$ cat src/rtl/bumpy_pkg.sv
// Shared definitions for the Bumpy game blocks: motion state encoding and
// the one-hot collision edge codes reported alongside each collision.
package bumpy_pkg;

  // Motion state shared with the motion/position block.
  typedef enum logic [3:0] {
    Sreset             = 4'd0,
    Sidle              = 4'd1,
    Sleft              = 4'd2,
    Sright             = 4'd3,
    Sdown              = 4'd4,
    Sup                = 4'd5,
    Sdie               = 4'd6,
    Sbounce_from_left  = 4'd7,
    Sbounce_from_right = 4'd8,
    Sbounce_from_top   = 4'd9,
    Sdown_from_right   = 4'd10,
    Sdown_from_left    = 4'd11
  } state_t;

  // One-hot edge codes on HitEdgeCode.
  localparam logic [3:0] BOTTOM = 4'b0001;
  localparam logic [3:0] RIGHT  = 4'b0010;
  localparam logic [3:0] TOP    = 4'b0100;
  localparam logic [3:0] LEFT   = 4'b1000;

  // Width of the per-state frame counter.
  localparam int TIMER_W = 5;

  // Codes 12..15 have no meaning and must be recovered from.
  function automatic logic is_legal(input state_t s);
    return (s <= Sdown_from_left);
  endfunction

endpackage

$ cat src/rtl/bumpy_state_ctrl_if.sv
// Bundle between the game inputs (keys, collisions, frame tick) and the
// state controller, plus the state/lives/game_over results it publishes.
interface bumpy_state_ctrl_if;
  import bumpy_pkg::*;

  logic       startOfFrame;
  logic       game_start;
  logic       key_left;
  logic       key_right;
  logic       key_up;
  logic       key_down;
  logic       step_collision;
  logic       free_collision;
  logic       border_collision;
  logic       death_collision;
  logic [3:0] HitEdgeCode;
  state_t     state;
  logic [1:0] lives;
  logic       game_over;

  // Side that produces keys, collisions and the frame tick.
  modport master (
    output startOfFrame, game_start,
    output key_left, key_right, key_up, key_down,
    output step_collision, free_collision, border_collision, death_collision,
    output HitEdgeCode,
    input  state, lives, game_over
  );

  // The state controller itself.
  modport slave (
    input  startOfFrame, game_start,
    input  key_left, key_right, key_up, key_down,
    input  step_collision, free_collision, border_collision, death_collision,
    input  HitEdgeCode,
    output state, lives, game_over
  );

endinterface

$ cat src/rtl/bumpy_frame_timer.sv
// Counts frame pulses spent in the current state and flags the pulse that
// reaches the state's limit, so the transition lands on that pulse's edge.
module bumpy_frame_timer
  import bumpy_pkg::*;
(
  input  logic               clk,
  input  logic               resetN,
  input  logic               clear,
  input  logic               startOfFrame,
  input  logic [TIMER_W-1:0] limit,
  output logic               expired
);

  logic [TIMER_W-1:0] count_reg;

  // A zero limit means the current state has no timeout.
  assign expired = startOfFrame && (limit != '0) &&
                   (count_reg == limit - TIMER_W'(1));

  // Frame counter: clear wins so the pulse on the entry edge is not counted;
  // saturates so long stays in untimed states cannot wrap.
  always_ff @(posedge clk or negedge resetN) begin
    if (!resetN) begin
      count_reg <= '0;
    end else if (clear) begin
      count_reg <= '0;
    end else if (startOfFrame && (count_reg != '1)) begin
      count_reg <= count_reg + TIMER_W'(1);
    end
  end

endmodule

$ cat src/rtl/bumpy_state_ctrl.sv
// Bumpy game-control FSM: turns key edges, collisions and frame ticks into
// one registered motion state per cycle, and tracks lives and game-over.
module bumpy_state_ctrl
  import bumpy_pkg::*;
#(
  parameter int HOP_FRAMES    = 16,
  parameter int UP_FRAMES     = 10,
  parameter int BOUNCE_FRAMES = 8,
  parameter int DIE_FRAMES    = 30,
  parameter int INIT_LIVES    = 3
) (
  input  logic               clk,
  input  logic               resetN,
  bumpy_state_ctrl_if.slave  bus
);

  state_t             state_reg;
  state_t             state_next;
  logic [1:0]         lives_reg;
  logic [1:0]         lives_next;
  logic               game_over_reg;
  logic               game_over_next;
  logic               respawn_reg;
  logic               respawn_next;
  logic [3:0]         key_d_reg;
  logic [3:0]         keys;
  logic [3:0]         key_edge;
  logic               edge_valid;
  logic               hit_bottom;
  logic               hit_right;
  logic               hit_top;
  logic               hit_left;
  logic [TIMER_W-1:0] limit;
  logic               expired;
  logic               timer_clear;

  // Key vector order: bit0 left, bit1 right, bit2 up, bit3 down.
  assign keys       = {bus.key_down, bus.key_up, bus.key_right, bus.key_left};
  assign key_edge   = keys & ~key_d_reg;
  // Simultaneous edges are ambiguous, so only a lone edge is acted on.
  assign edge_valid = $onehot(key_edge);

  // Collisions only count when the edge bit their rule needs is reported.
  assign hit_bottom = |(bus.HitEdgeCode & BOTTOM);
  assign hit_right  = |(bus.HitEdgeCode & RIGHT);
  assign hit_top    = |(bus.HitEdgeCode & TOP);
  assign hit_left   = |(bus.HitEdgeCode & LEFT);

  assign bus.state     = state_reg;
  assign bus.lives     = lives_reg;
  assign bus.game_over = game_over_reg;

  // Any state change restarts the frame count for the new state.
  assign timer_clear = (state_next != state_reg);

  bumpy_frame_timer u_timer (
    .clk          (clk),
    .resetN       (resetN),
    .clear        (timer_clear),
    .startOfFrame (bus.startOfFrame),
    .limit        (limit),
    .expired      (expired)
  );

  // Timeout length of the current state (zero = never times out).
  always_comb begin
    limit = '0;
    case (state_reg)
      Sleft, Sright:         limit = TIMER_W'(HOP_FRAMES);
      Sup:                   limit = TIMER_W'(UP_FRAMES);
      Sbounce_from_left,
      Sbounce_from_right,
      Sbounce_from_top:      limit = TIMER_W'(BOUNCE_FRAMES);
      Sdie:                  limit = TIMER_W'(DIE_FRAMES);
      default:               limit = '0;
    endcase
  end

  // Key history register for rising-edge detection.
  always_ff @(posedge clk or negedge resetN) begin
    if (!resetN) begin
      key_d_reg <= '0;
    end else begin
      key_d_reg <= keys;
    end
  end

  // State, lives, game-over and respawn registers.
  always_ff @(posedge clk or negedge resetN) begin
    if (!resetN) begin
      state_reg     <= Sreset;
      lives_reg     <= 2'(INIT_LIVES);
      game_over_reg <= 1'b0;
      respawn_reg   <= 1'b0;
    end else begin
      state_reg     <= state_next;
      lives_reg     <= lives_next;
      game_over_reg <= game_over_next;
      respawn_reg   <= respawn_next;
    end
  end

  // Next-state and life bookkeeping; death outranks every per-state rule and
  // collisions are tested before timer expiry so they win a same-cycle tie.
  always_comb begin
    state_next     = state_reg;
    lives_next     = lives_reg;
    game_over_next = game_over_reg;
    respawn_next   = respawn_reg;

    if (!is_legal(state_reg)) begin
      state_next = Sreset;
    end else if (bus.death_collision && (state_reg != Sreset) &&
                 (state_reg != Sdie)) begin
      state_next = Sdie;
    end else begin
      case (state_reg)
        Sreset: begin
          if (bus.game_start) begin
            state_next   = Sidle;
            respawn_next = 1'b0;
            if (game_over_reg) begin
              lives_next     = 2'(INIT_LIVES);
              game_over_next = 1'b0;
            end
          end else if (respawn_reg) begin
            // Lost a life but not the game: resume without game_start.
            state_next   = Sidle;
            respawn_next = 1'b0;
          end
        end

        Sidle: begin
          if (edge_valid) begin
            if (key_edge[0])      state_next = Sleft;
            else if (key_edge[1]) state_next = Sright;
            else if (key_edge[2]) state_next = Sup;
            else                  state_next = Sdown;
          end else if (bus.free_collision && hit_bottom) begin
            state_next = Sdown;
          end
        end

        Sleft: begin
          if (bus.border_collision && hit_left) state_next = Sbounce_from_left;
          else if (expired)                     state_next = Sidle;
        end

        Sright: begin
          if (bus.border_collision && hit_right) state_next = Sbounce_from_right;
          else if (expired)                      state_next = Sidle;
        end

        Sup: begin
          if (bus.border_collision && hit_top) state_next = Sbounce_from_top;
          else if (expired)                    state_next = Sdown;
        end

        Sbounce_from_left: begin
          if (expired) state_next = Sdown_from_left;
        end

        Sbounce_from_right: begin
          if (expired) state_next = Sdown_from_right;
        end

        Sbounce_from_top: begin
          if (expired) state_next = Sdown;
        end

        Sdown, Sdown_from_left, Sdown_from_right: begin
          if (bus.step_collision && hit_bottom) begin
            state_next = Sidle;
          end else if (bus.free_collision && hit_bottom) begin
            state_next = state_reg;
          end else if (bus.border_collision && hit_bottom) begin
            state_next = Sdie;
          end
        end

        Sdie: begin
          if (expired) begin
            state_next = Sreset;
            if (lives_reg != 2'd0) lives_next = lives_reg - 2'd1;
            if (lives_reg <= 2'd1) game_over_next = 1'b1;
            else                   respawn_next   = 1'b1;
          end
        end

        default: state_next = Sreset;
      endcase
    end
  end

endmodule

$ cat src/flat_wrapper.sv
// flat-port wrapper written by rule: the top's interface ports become plain ports
module bumpy_state_ctrl_flat import bumpy_pkg::*;
#(
  parameter int HOP_FRAMES    = 16,
  parameter int UP_FRAMES     = 10,
  parameter int BOUNCE_FRAMES = 8,
  parameter int DIE_FRAMES    = 30,
  parameter int INIT_LIVES    = 3
)
  (clk, resetN, bus_startOfFrame, bus_game_start, bus_key_left, bus_key_right, bus_key_up, bus_key_down, bus_step_collision, bus_free_collision, bus_border_collision, bus_death_collision, bus_HitEdgeCode, bus_state, bus_lives, bus_game_over);
  bumpy_state_ctrl_if bus_i ();
  input  logic clk;
  input  logic resetN;
  input wire logic [$bits(bus_i.startOfFrame)-1:0] bus_startOfFrame;
  input wire logic [$bits(bus_i.game_start)-1:0] bus_game_start;
  input wire logic [$bits(bus_i.key_left)-1:0] bus_key_left;
  input wire logic [$bits(bus_i.key_right)-1:0] bus_key_right;
  input wire logic [$bits(bus_i.key_up)-1:0] bus_key_up;
  input wire logic [$bits(bus_i.key_down)-1:0] bus_key_down;
  input wire logic [$bits(bus_i.step_collision)-1:0] bus_step_collision;
  input wire logic [$bits(bus_i.free_collision)-1:0] bus_free_collision;
  input wire logic [$bits(bus_i.border_collision)-1:0] bus_border_collision;
  input wire logic [$bits(bus_i.death_collision)-1:0] bus_death_collision;
  input wire logic [$bits(bus_i.HitEdgeCode)-1:0] bus_HitEdgeCode;
  output wire logic [$bits(bus_i.state)-1:0] bus_state;
  output wire logic [$bits(bus_i.lives)-1:0] bus_lives;
  output wire logic [$bits(bus_i.game_over)-1:0] bus_game_over;
  assign bus_i.startOfFrame = bus_startOfFrame;
  assign bus_i.game_start = bus_game_start;
  assign bus_i.key_left = bus_key_left;
  assign bus_i.key_right = bus_key_right;
  assign bus_i.key_up = bus_key_up;
  assign bus_i.key_down = bus_key_down;
  assign bus_i.step_collision = bus_step_collision;
  assign bus_i.free_collision = bus_free_collision;
  assign bus_i.border_collision = bus_border_collision;
  assign bus_i.death_collision = bus_death_collision;
  assign bus_i.HitEdgeCode = bus_HitEdgeCode;
  assign bus_state = bus_i.state;
  assign bus_lives = bus_i.lives;
  assign bus_game_over = bus_i.game_over;
  bumpy_state_ctrl #(.HOP_FRAMES(HOP_FRAMES), .UP_FRAMES(UP_FRAMES), .BOUNCE_FRAMES(BOUNCE_FRAMES), .DIE_FRAMES(DIE_FRAMES), .INIT_LIVES(INIT_LIVES)) u_core (.clk(clk), .resetN(resetN), .bus(bus_i));
endmodule
$ cat config.mk
export PLATFORM = sky130hd
export DESIGN_NAME = bumpy_state_ctrl_flat
export DESIGN_NICKNAME = d
export VERILOG_FILES = /design/src/rtl/bumpy_pkg.sv /design/src/rtl/bumpy_state_ctrl_if.sv /design/src/rtl/bumpy_frame_timer.sv /design/src/rtl/bumpy_state_ctrl.sv /design/src/flat_wrapper.sv
export SDC_FILE = /design/constraint.sdc
export NUM_CORES = 1
export LEC_CHECK = 0
export ABC_AREA = 1
export CAP_MARGIN = 20
export CELL_PAD_IN_SITES_DETAIL_PLACEMENT = 0
export CELL_PAD_IN_SITES_GLOBAL_PLACEMENT = 2
export CORE_MARGIN = 2
export CORE_UTILIZATION = 25
export CTS_CLUSTER_DIAMETER = 150
export DETAILED_ROUTE_END_ITERATION = 7
export PLACE_DENSITY = 0.71
export SLEW_MARGIN = 20
export SYNTH_ARGS = -nofsm -noshare
export SYNTH_HDL_FRONTEND = slang
export SYNTH_SLANG_ARGS = --single-unit
$ cat constraint.sdc
create_clock -name clk -period 3.9 [get_ports clk]
set_input_delay 0.78 -clock clk [delete_from_list [all_inputs] [get_ports clk]]
set_output_delay 0.78 -clock clk [all_outputs]
set_load 0.01 [all_outputs]
---- After elaboration in Yosys (flattened, before gate mapping) ----
Cells that the tools add are included.
Widths: inputs -> output; s select.
word-level totals
  output and inout port bits .............. 7
  logic and storage cells ................. 98
  register bits after elaboration ......... 17
cells by class
  $add $sub $neg .......................... 6
  equal/unequal tests ..................... 22
  reductions and logical operators ........ 23
  bitwise gates (word level) .............. 3
  $lt $le $gt $ge ......................... 2
  mux-type cells .......................... 36
operators with widths
  cell                 count
  $mux 4               19
  $pmux 4 s10          1
  $pmux 5 s4           1
  $eq 4x3->1 const B   4
  $eq 4x4->1 const B   4
  $logic_and 1x1->1    11
  $mux 5               2
  $eq 4x2->1 const B   2
  $mux 2               4
  $ne 2x1->1 const B   4
  $reduce_and 7->1     1
  $mux 1               6
  $reduce_and 6->1     1
  $reduce_bool 2->1    3
  $reduce_or 3->1      2
  $add 5x1->5 const B  1
  $eq 5x5->1           1
  $ne 5x5->1 const B   1
  $reduce_and 5->1     1
  $reduce_bool 5->1    1
  $sub 5x1->5 const B  1
  $add 1x1->2          2
  $and 4x4->4          1
  $eq 4x1->1 const B   1
  15 further kinds     17

---- Logic depth before layout (Yosys ltp) ----
  depth after elaboration ................. 13
  gate-level depth with buffers ........... 20
  depth with buffers taken out ............ 19

---- Hierarchy ----
From an unflattened synthesis, not the netlist that was laid out.
second synthesis, totals
  cell total of the unflattened synthesis .. 276
  area, all modules ....................... 1636.6 um^2
by module, submodules not included
  module             cells each  area each (um^2)  instances
  bumpy_state_ctrl   201         1183.6            1
  bumpy_frame_timer  75          452.9             1

---- Least setup slack after synthesis ----
Ideal clock, no wire load.
  kind .................................... in2reg
  from .................................... input port bus_key_right
  to ...................................... register u_core.u_timer.count_reg[0]
  path buffers ............................ 0
  data required time ...................... 3.828 ns
  slack ................................... 0.722 ns
  setup time .............................. 0.072 ns
  arrival ................................. 3.106 ns
  stages .................................. 19
  cells stage by stage .................... inv_1 > nor2_1 > inv_1 > ha_1 > ha_1 > fa_1 > nor3_1 > inv_1 > nor2_1 > o21ai_0 > nor2_1 > nand2_1 > nor2_2 > nand2_1 > nand2_1 > nand2_1 > inv_1 > nand3_2 > nor2_1
between the ends
  word-level cells in the longest chain between the ends .. 10
ends and longest elaborated chain
  item                                         line                     source
  start: declaration                           flat_wrapper.sv:17       input wire logic [$bits(bus_i.key_right)-1:0] bus_key_right;
  $and 4x4->4 *                                bumpy_state_ctrl.sv:39   assign key_edge = keys & ~key_d_reg;
  $add 1x1->2 (not written as such)            bumpy_state_ctrl.sv:41   assign edge_valid = $onehot(key_edge);
  $add 3x3->3 (not written as such)            bumpy_state_ctrl.sv:41
  $eq 3x1->1                                   bumpy_state_ctrl.sv:41
  $mux 4 *                                     bumpy_state_ctrl.sv:134  if (edge_valid) begin
  $pmux 4 s10 *                                bumpy_state_ctrl.sv:117  case (state_reg)
  $mux 4 *                                     bumpy_state_ctrl.sv:113  end else if (bus.death_collision && (state_reg != Sreset) &&
  $mux 4 *                                     bumpy_state_ctrl.sv:111  if (!is_legal(state_reg)) begin
  $ne 4x4->1 *                                 bumpy_state_ctrl.sv:54   assign timer_clear = (state_next != state_reg);
  $mux 5 or $reduce_bool 2->1 (tied branches)  -
  end signal: assignment                       bumpy_frame_timer.sv:28  count_reg <= count_reg + TIMER_W'(1);
  end: declaration                             bumpy_frame_timer.sv:14  logic [TIMER_W-1:0] count_reg;
Every way passes the cells marked *; elsewhere a longest branch is shown, timed or not.
A chain may end at the register's enable or synchronous reset.

---- Worst setup path after layout ----
  from .................................... input port bus_key_left
  to ...................................... register u_core.u_timer.count_reg[2]
between the ends
  word-level cells in the longest chain between the ends .. 10
ends and longest elaborated chain
  item                                         line                     source
  start: declaration                           flat_wrapper.sv:16       input wire logic [$bits(bus_i.key_left)-1:0] bus_key_left;
  $and 4x4->4 *                                bumpy_state_ctrl.sv:39
  $add 1x1->2 (not written as such)            bumpy_state_ctrl.sv:41
  $add 3x3->3 (not written as such)            bumpy_state_ctrl.sv:41
  $eq 3x1->1                                   bumpy_state_ctrl.sv:41
  $mux 4 *                                     bumpy_state_ctrl.sv:134
  $pmux 4 s10 *                                bumpy_state_ctrl.sv:117
  $mux 4 *                                     bumpy_state_ctrl.sv:113
  $mux 4 *                                     bumpy_state_ctrl.sv:111
  $ne 4x4->1 *                                 bumpy_state_ctrl.sv:54
  $mux 5 or $reduce_bool 2->1 (tied branches)  -
Marks and branches as above.

==> run metrics <==
EDFF count, synth 0; run status complete, no violations; pre-CTS setup slack -5.857 ps; Avg Inst Size Synth about 6.7 sq um; Core Box Area 5608 sq um; gpl congestion between 0.8 and 0.9; WL final 3940 um; busiest layer in global routing met1; GR Util met3 0.01111; most used cell, CP nand2_1; via count around 1,400; TritonCTS Sinks 17; initial antenna violation count 0; first-iteration detailed-routing DRC count 52; vias per cell about 4.5; post-route ant nets 0; TritonCTS clock tree done; Max FO, Critical Path 5; Critical Path Source bus_key_left; FF+latch count, synth 17; Worst-Skew Late Latency 250 ps; Mapped Cells 221; Final Hold Slack 512.3 ps; VDD IR max between 0.3 and 0.4 mV; I/O pins 23; Slew Viols, Final 0; maxcap violations 0; wire per inst 12.31 um; Slew HR 0.4777; final setup fails 0; YS warnings 0; top_reg_cell synth dfrtp_1; CTS HTree Levels 1; most common cell after layout, fill and taps aside nand2_1; IO Port Bufs 22; synth unique cells 29; Hold WC Path Type reg2reg; crit end category flop; CTS Buf Count 3; reg-to-reg critical path endpoint u_core.u_timer.count_reg[2]; Final Instance Area 1841 sq um; Synth-to-Final Area Change 24.66%; register area share after synthesis 0.2898; Power per Cell Area 600.9 nW/um^2; flop-to-flop setup slack about 1100 ps; period utilization 0.9017; Worst Skew 3.587 ps; GRT Resource Usage Total 0.1311; final hold viol count 0; Post-Synthesis Cell Area 1476 sq um; Reg clk slew, reported paths around 70 ps; grt met1 use 0.2016; critical path class in2reg; most frequent cells in the layout nand2_1 (65), nor2_1 (34), inv_1 (29); slowest cell on the critical path fa_1; Data required, critical path 4070 ps; die area ~6500 sq um; setup_tns 0 ps; fraction of layout cells with a size suffix above 1 0.1089; Cell Area, Placed 1790 sq um; fin crit period 3517 ps; Reg2Reg Depth 18; Rows 27; grt met2 use 0.1942; CP cell instances clkdlybuf4s50_1 -> inv_1 -> nor2_1 -> inv_1 -> ha_1 -> ha_1 -> fa_1 -> nor3_2 -> buf_4 -> o21ai_0 -> o21ai_0 -> nor2_1 -> nand2_1 -> nor2_2 -> nand2_1 -> nand2_1 -> nand2_1 -> inv_1 -> nand3_2 -> nor2_1; Vert. Die Dim 80.85 um; Peak Freq 0.2844 GHz; Setup crit start kind input port; 1st-pass router iterations 4; first-pass GRT wire length approximately 6600 um; total gr overflow 0; leakage 0.9333 nW; vias in the first global route ~1,300; signal arrival time at the worst endpoint 3690 ps; Final #Nets 275; Setup crit end u_core.u_timer.count_reg[2]; CP max stage delay 490 ps; Post-synth ARST share 1.000; initial core utilization 0.2633; RSZ-0062 raised after global routing false; total power 1.106 mW; Worst-Margin Slew 780.9 ps; syn nets about 250; root buf cell clkbuf_8; Antenna diodes 0; Clock Path Buffers 2; largest net degree at the start of global routing 18; max reg flops 5; reg2reg start u_core.key_d_reg[1]; drt drc 0; DP HPWL 3210 um; Die W 80.85 um; worst setup slack after layout 383.5 ps
-- layer usage --
metal,up-vias,share of wire
li1,760,-
met1,651,0.56
met2,21,0.41
met3,2,0.025
met4,0,0.0063
met5,-,0
-- synth_stat cells, types with 3 or more instances --
master   number  share of area
a21oi_1       7          0.024
dfrtp_1      15           0.25
ha_1          9          0.076
inv_1        29          0.074
inv_2         3         0.0076
nand2_1      65           0.17
nand2_2       5          0.021
nand2_4       3          0.023
nand3_1      11          0.037
nand3_2       3          0.020
nor2_1       34          0.086
nor2_2        3          0.013
nor3_1        6          0.020
nor4_1        3          0.013
o21ai_0       8          0.027
-- stage by stage --
stage               instances    util
finish                    320  0.3282
global route              320  0.3282
CTS                       320  0.3273
detailed placement        316  0.3193
global placement          316  0.3193
floorplan                 221       -
-- how the worst min path moves through the flow --
stage	from	depth (start not counted)	end
2_1_floorplan	u_core.respawn_reg	1	u_core.respawn_reg
3_3_place_gp	u_core.respawn_reg	1	u_core.respawn_reg
3_5_place_dp	u_core.respawn_reg	1	u_core.respawn_reg
4_1_cts	u_core.respawn_reg	1	u_core.respawn_reg
5_1_grt	u_core.respawn_reg	1	u_core.respawn_reg
6_report	u_core.respawn_reg	1	u_core.respawn_reg
-- power breakdown --
part | internal (mW) | switching (mW) | total (mW)
logic | 0.251 | 0.438 | 0.689
registers | 0.225 | 0.0637 | 0.289
clock network | 0.0723 | 0.0562 | 0.128
total | 0.548 | 0.558 | 1.11
-- critical path: cells and delay by family --
family / cells / cell delay [ps]
fa+ha+maj: 3 / 980
buf+inv: 5 / 800
compound gates: 2 / 210
simple gates: 10 / 910
-- repair_timing --
action,in CTS,in global routing
hold buffers,0,0
buffers inserted,0,0
gates resized for setup,0,1
endpoints found under the setup margin,0,5
-- area by class of cell --
type / instances / area [sq um]
Inverter: 32 / 120.1
Fill cell: 639 / 3767
Tap cell: 72 / 90.09
Clock buffer: 4 / 45.04
Sequential cell: 17 / 427.9
Timing Repair Buffer: 24 / 235.2
Multi-Input combinational cell: 171 / 922.1
-- cells by family (layout without fill, tap and decap cells) --
group / after synthesis / after routing / synth area share
flops: 17 / 17 / 0.2898
fa+ha+maj: 10 / 10 / 0.08983
compound gates: 20 / 20 / 0.07797
mux: 1 / 1 / 0.006780
buf+inv: 33 / 60 / 0.08898
xor+xnor: 3 / 3 / 0.01780
simple gates: 137 / 137 / 0.4288
Note: power is estimated with default switching activity, not from simulation.
==> variant 1 (same settings) <==
`TIMER_W`: 5 -> 10.
--- a/src/rtl/bumpy_pkg.sv
+++ b/src/rtl/bumpy_pkg.sv
@@ -26,5 +26,5 @@
 
   // Width of the per-state frame counter.
-  localparam int TIMER_W = 5;
+  localparam int TIMER_W = 10;
 
   // Codes 12..15 have no meaning and must be recovered from.
Behaviour: same outputs for any inputs over 10 cycles, from zero or initial values and one cycle with resetN low; that may be too few to reach the edited logic, so the function may still have changed.
==> variant 1 against the original RTL <==
  * Global-route usage increased by 0.50 points
  * Wire length increased by 23%
  * Sequential cell count increased by 5
  * Final area increased by 21%
  * Critical path depth decreased by 2
  * Maximum frequency decreased by 2.0%
  * Sequential share of layout area increased by 1.6 points
  * Total power increased by 19%
  * Utilization decreased by 0.18 points
  * Largest cell class unchanged
  * Clock skew increased by 2.2 ps
  * Combinational power increased by 11%
  * Synthesized area increased by 21%
  * Worst setup slack got worse by 73 ps
==> variant 1: results (changes against the original RTL) <==
[global_routing]
antenna_found_initial = 0  ; unchanged
grt_use_total = 0.136  ; +0.00503
met1_usage = 0.184  ; -0.0173
grt_pass1_wl_um = 8270  ; +25%
grt_max_degree = 23  ; +5
use_met2 = 0.230  ; +0.0361
first_global_vias = 1704  ; +27%
use_met3 = 0.0215  ; +0.0103

[synthesis]
synth_top_area_share = 0.281  ; +0.0265
ys_seq_area_frac = 0.310  ; +0.0203
avgSynthCellArea_um2 = 7.08  ; +5.9%
synth-xor-area-share = 0.0393  ; +0.0215
synth_area_leaders = dfrtp_1 28%, nand2_1 14%, nor2_1 6.9%
synth_compound_area_frac = 0.0926  ; +0.0147
synthesis.nets = 278  ; +13%
synth_edf_count = 0  ; unchanged
yosys.area_share.adder = 0.0744  ; -0.0154
synth.distinct_cells = 35  ; +21%
synthArstFlopShare = 1.00  ; unchanged
synthTopCellsByCount = 67 x nand2_1, 33 x nor2_1, 29 x inv_1
ys.flop_type = dfrtp_1
yosys_warnings = 0  ; unchanged
synthMuxAreaShare = 0  ; -0.00678

[timing]
skew_ps = 5.82  ; +2.23 ps
worst_pin_slew_ps = 540  ; -241 ps

[worst_setup_path]
critPathArrivalTime_ps = 3790  ; +100 ps
worst_path_dominant_cell_family = simple AND/OR/NAND/NOR gates
cpPeakStageDelay_ps = 470  ; -20 ps
critPathSlowestCell = clkdlybuf4s50_1
cp_max_fo = 10  ; +5

[cells_and_area]
layout.nets = 310  ; +13%
drive_above_1_share = 0.145  ; +0.0360
diodes = 0  ; unchanged
largest_reg_flops = 10  ; +5

[clock_network]
post_cts_buffers = 0  ; unchanged
path_clk_slew_ps = 100  ; +30 ps
clk_latency_ps = 270  ; +20 ps
cts_buffer_depth = 2  ; unchanged
htree_levels = 1  ; unchanged
cts_buffers = 3  ; unchanged
cts_root_buf = clkbuf_8
ctsResizeCount = 0  ; unchanged

[placed_design]
dp_cells = 375  ; +19%
portBuffers = 22  ; unchanged
place_congestion = 0.818  ; +0.36%
hpwl_um = 3820  ; +19%
pre_cts_ws_ps = 7.75  ; +13.6 ps

[detailed_routing]
wl_um = 4830  ; +23%
drtPass1Iterations = 4  ; unchanged
wire_per_inst_um = 12.7  ; +3.5%
drt_iter0_markers = 67  ; +29%
routed_via_density = 4.37  ; -2.6%

[min_path]
min_path_type = primary input to async pin

[outcome]
status = completed

[pwr]
ir_worst_vdd_mv = 0.281  ; -7.0%
power.leakage_nw = 1.05  ; +12%

==> variant 1: where the power goes <==
| group | switching (W) | internal, W |
|---|---|---|
| registers | 0.0000519 | 0.000274 |
| logic | 0.000488 | 0.000276 |
| clock network | 0.0000868 | 0.000137 |
==> variant 1: worst reg2reg max path, stage by stage (launching register included) <==
cell	delay, ps
dfrtp_1	520
inv_2	150
nor2_8	200
nand3_4	160
inv_1	150
nor3_1	70
ha_1	290
inv_1	40
nand2_1	50
nand2_1	40
nor2_1	100
nand2_1	100
nor2_4	100
nand3_1	90
nor2_1	200
o21ai_0	180
nand3_1	140
nand2_1	60
nand2_1	100
nand3_4	190
nor2_2	120
==> variant 1: final timing paths <==
check / from / end / slack, ps / cells after the start
max: bus_key_right / u_core.u_timer.count_reg[5] / 310 / 18
min: resetN / u_core.bus.state[3] / 480 / 1
max reg2reg: u_core.bus.state[2] / u_core.u_timer.count_reg[5] / 760 / 20
min reg2reg: u_core.respawn_reg / u_core.respawn_reg / 500 / 2
max in group asynchronous: resetN / u_core.u_timer.count_reg[2] / 3050 / 1
min in group clk: u_core.respawn_reg / u_core.respawn_reg / 500 / 2
==> variant 1: layout make-up <==
class / count / area (um2)
well taps: 96 / 120
inverters: 32 / 120
clock inverters: 1 / 30.0
flip-flops and latches: 22 / 553
repair buffers: 28 / 260
clock buffers: 3 / 41.3
fillers: 790 / 4600
multi-input cells: 197 / 1100
==> variant 1: per-stage QoR <==
stage	area (um2)	util
CTS	2230	0.326
detailed placement	2160	0.316
global placement	2160	0.317
global route	2230	0.326
finish	2230	0.326
floorplan	1780	-
==> variant 1: layer usage <==
metal	vias to the layer above	routed length, um
met5	-	0
met1	746	2390
met3	4	185
met4	0	58
li1	876	-
met2	29	2190
==> variant 2 (same flow settings) <==
Without the edit above. Reset style: synchronous (`resetN`), changed in 3 clocked blocks.
--- a/src/rtl/bumpy_frame_timer.sv
+++ b/src/rtl/bumpy_frame_timer.sv
@@ -20,5 +20,5 @@
   // Frame counter: clear wins so the pulse on the entry edge is not counted;
   // saturates so long stays in untimed states cannot wrap.
-  always_ff @(posedge clk or negedge resetN) begin
+  always_ff @(posedge clk) begin
     if (!resetN) begin
       count_reg <= '0;
--- a/src/rtl/bumpy_state_ctrl.sv
+++ b/src/rtl/bumpy_state_ctrl.sv
@@ -78,5 +78,5 @@
 
   // Key history register for rising-edge detection.
-  always_ff @(posedge clk or negedge resetN) begin
+  always_ff @(posedge clk) begin
     if (!resetN) begin
       key_d_reg <= '0;
@@ -87,5 +87,5 @@
 
   // State, lives, game-over and respawn registers.
-  always_ff @(posedge clk or negedge resetN) begin
+  always_ff @(posedge clk) begin
     if (!resetN) begin
       state_reg     <= Sreset;
Formal check against the unedited RTL: differs if resetN is asserted again (counterexample within 4 cycles, from zero or initial values and one cycle with resetN low); with resetN held inactive, the same outputs for 10 cycles.
==> variant 2 against the original RTL <==
  * Wire length fell by 5.2%
  * Total power decreased by 17%
  * Synthesized area fell by 1.7%
  * Highest routed layer unchanged
  * Largest power group unchanged
  * Final area down 2.2%
  * Sequential cell count did not move
  * Non-clock buffer count is 2 lower
  * Clock skew fell by 1.3 ps
  * Maximum frequency is 1.8% lower
  * Worst setup slack got worse by 64 ps
  * Utilization shrank 0.35 points
  * First-iteration DRC count shrank 19%
==> variant 2: results (changes against the original RTL) <==
[outcome]
status = completed

[worst_setup_path]
rrSetupSlack_ps = 1060
cpPeakStageDelay_ps = 470  ; -20 ps
r2r-end = u_core.u_timer.count_reg[0]
critPathSlowestCell = clkdlybuf4s50_1
r2r-start = u_core.key_d_reg[1]
critPathArrivalTime_ps = 3770  ; +80 ps
cp_max_fo = 5  ; unchanged
crit_type = primary input to register
reg2reg_depth = 16  ; -2
worst_path_dominant_cell_family = simple AND/OR/NAND/NOR gates
setup.worst_path.start = bus_key_right

[clock_network]
ctsResizeCount = 0  ; unchanged
cts_buffers = 3  ; unchanged
post_cts_buffers = 0  ; unchanged
cts_root_buf = clkbuf_8
clk_latency_ps = 240
path_clk_slew_ps = 60
cts_buffer_depth = 2  ; unchanged
htree_levels = 1  ; unchanged

[timing]
skew_ps = 2.28  ; -1.31 ps
worst_pin_slew_ps = 396  ; -385 ps
final_max_slew_viol_count = 0  ; unchanged

[cells_and_area]
instances_no_fill = 328  ; +2.5%
diodes = 0  ; unchanged
layout.nets = 283  ; +2.9%
largest_reg_flops = 5  ; unchanged
drive_above_1_share = 0.133  ; +0.0239
fillers = 644  ; +0.78%

[synthesis]
synthesis.nets = 257  ; +4.0%
ys_seq_area_frac = 0.234  ; -0.0553
synthArstFlopShare = 0  ; -1.00
yosys_warnings = 0  ; unchanged
synth.distinct_cells = 28  ; -3.4%
synth_area_leaders = dfxtp_1 23%, nand2_1 14%, inv_1 10%
synth_edf_count = 0  ; unchanged
synthTopCellsByCount = 56 x nand2_1, 39 x inv_1, 28 x nor2_1
avgSynthCellArea_um2 = 6.28  ; -6.0%

[global_routing]
grt_max_degree = 10  ; -8
first_global_vias = 1405  ; +4.5%
grt_pass1_wl_um = 6250  ; -5.2%
grt_use_total = 0.123  ; -0.00849
antenna_found_initial = 0  ; unchanged

[detailed_routing]
drtPass1Iterations = 4  ; unchanged
drt_iter0_markers = 42  ; -19%
routed_via_density = 4.27  ; -4.8%
wire_per_inst_um = 11.4  ; -7.5%

[placed_design]
dp_cells = 324  ; +2.5%
hpwl_um = 3080  ; -4.1%
place_congestion = 0.817  ; +0.32%
portBuffers = 22  ; unchanged

[min_path]
min_path_cells = 2  ; +1
min_path_type = register to register

[pwr]
swShare = 0.479  ; -0.0255
power.leakage_nw = 0.903  ; -3.2%
ir_worst_vdd_mv = 0.208  ; -31%

==> variant 2: cell families (layout without fill, tap and decap cells) <==
group	count (synthesis)	after routing	synth area share
and+or+nand+nor	129	129	0.428
buffers and inverters	43	68	0.114
AOI/OAI and AO/OA	29	29	0.115
DFF	17	17	0.234
adders and majority gates	10	10	0.0914
xor gates and xnor gates	3	3	0.0181
==> variant 2: worst min-delay path by stage <==
stage                          from              endpoint  slack, ps
6_report       u_core.bus.game_over  u_core.bus.game_over        470
5_1_grt        u_core.bus.game_over  u_core.bus.game_over        510
4_1_cts        u_core.bus.game_over  u_core.bus.game_over        480
3_5_place_dp   u_core.bus.game_over  u_core.bus.game_over        460
3_3_place_gp   u_core.bus.game_over  u_core.bus.game_over        470
2_1_floorplan  u_core.bus.game_over  u_core.bus.game_over        480
==> variant 2: per-stage QoR <==
| step | utilization | power, W | setup WS [ps] | instance area [um2] |
|---|---|---|---|---|
| 5_1_grt | 0.325 | 0.00101 | 1.61 | 1800 |
| 2_1_floorplan | - | 0.000652 | 872 | 1450 |
| 3_5_place_dp | 0.317 | 0.000804 | 51.0 | 1750 |
| 6_report | 0.325 | 0.000923 | 320 | 1800 |
| 3_3_place_gp | 0.317 | 0.000814 | 59.9 | 1750 |
| 4_1_cts | 0.325 | 0.000934 | 305 | 1800 |
==> variant 2: worst min-delay path, cell delays in order, from the launching register on <==
cell and delay (ps):
dfxtp_1 320, inv_1 50, a21oi_1 50
==> variant 2: per-layer routing <==
metal,up-vias,track usage,part of all wire
li1,766,-,-
met1,602,0.163,0.50
met2,25,0.202,0.44
met3,6,0.0124,0.037
met4,0,0.0492,0.022
met5,-,0,0
==> variant 2: final cells by class <==
| class | count | area, um2 | share of cell area |
|---|---|---|---|
| clock buffers | 4 | 45.0 | 0.0250 |
| inverters | 42 | 158 | 0.0876 |
| multi-input cells | 171 | 946 | 0.526 |
| flip-flops and latches | 17 | 340 | 0.189 |
| well taps | 72 | 90.1 | 0.0501 |
| repair buffers | 22 | 220 | 0.122 |
==> variant 2: power by group through the flow <==
| stage | Sequential (W) | Combinational, W | Clock (W) |
|---|---|---|---|
| floorplan | 0.000256 | 0.000395 | 0 |
| global placement | 0.000277 | 0.000537 | 0 |
| finish | 0.000269 | 0.000528 | 0.000126 |
| detailed placement | 0.000274 | 0.000530 | 0 |
| CTS | 0.000270 | 0.000533 | 0.000131 |
| global route | 0.000275 | 0.000595 | 0.000136 |
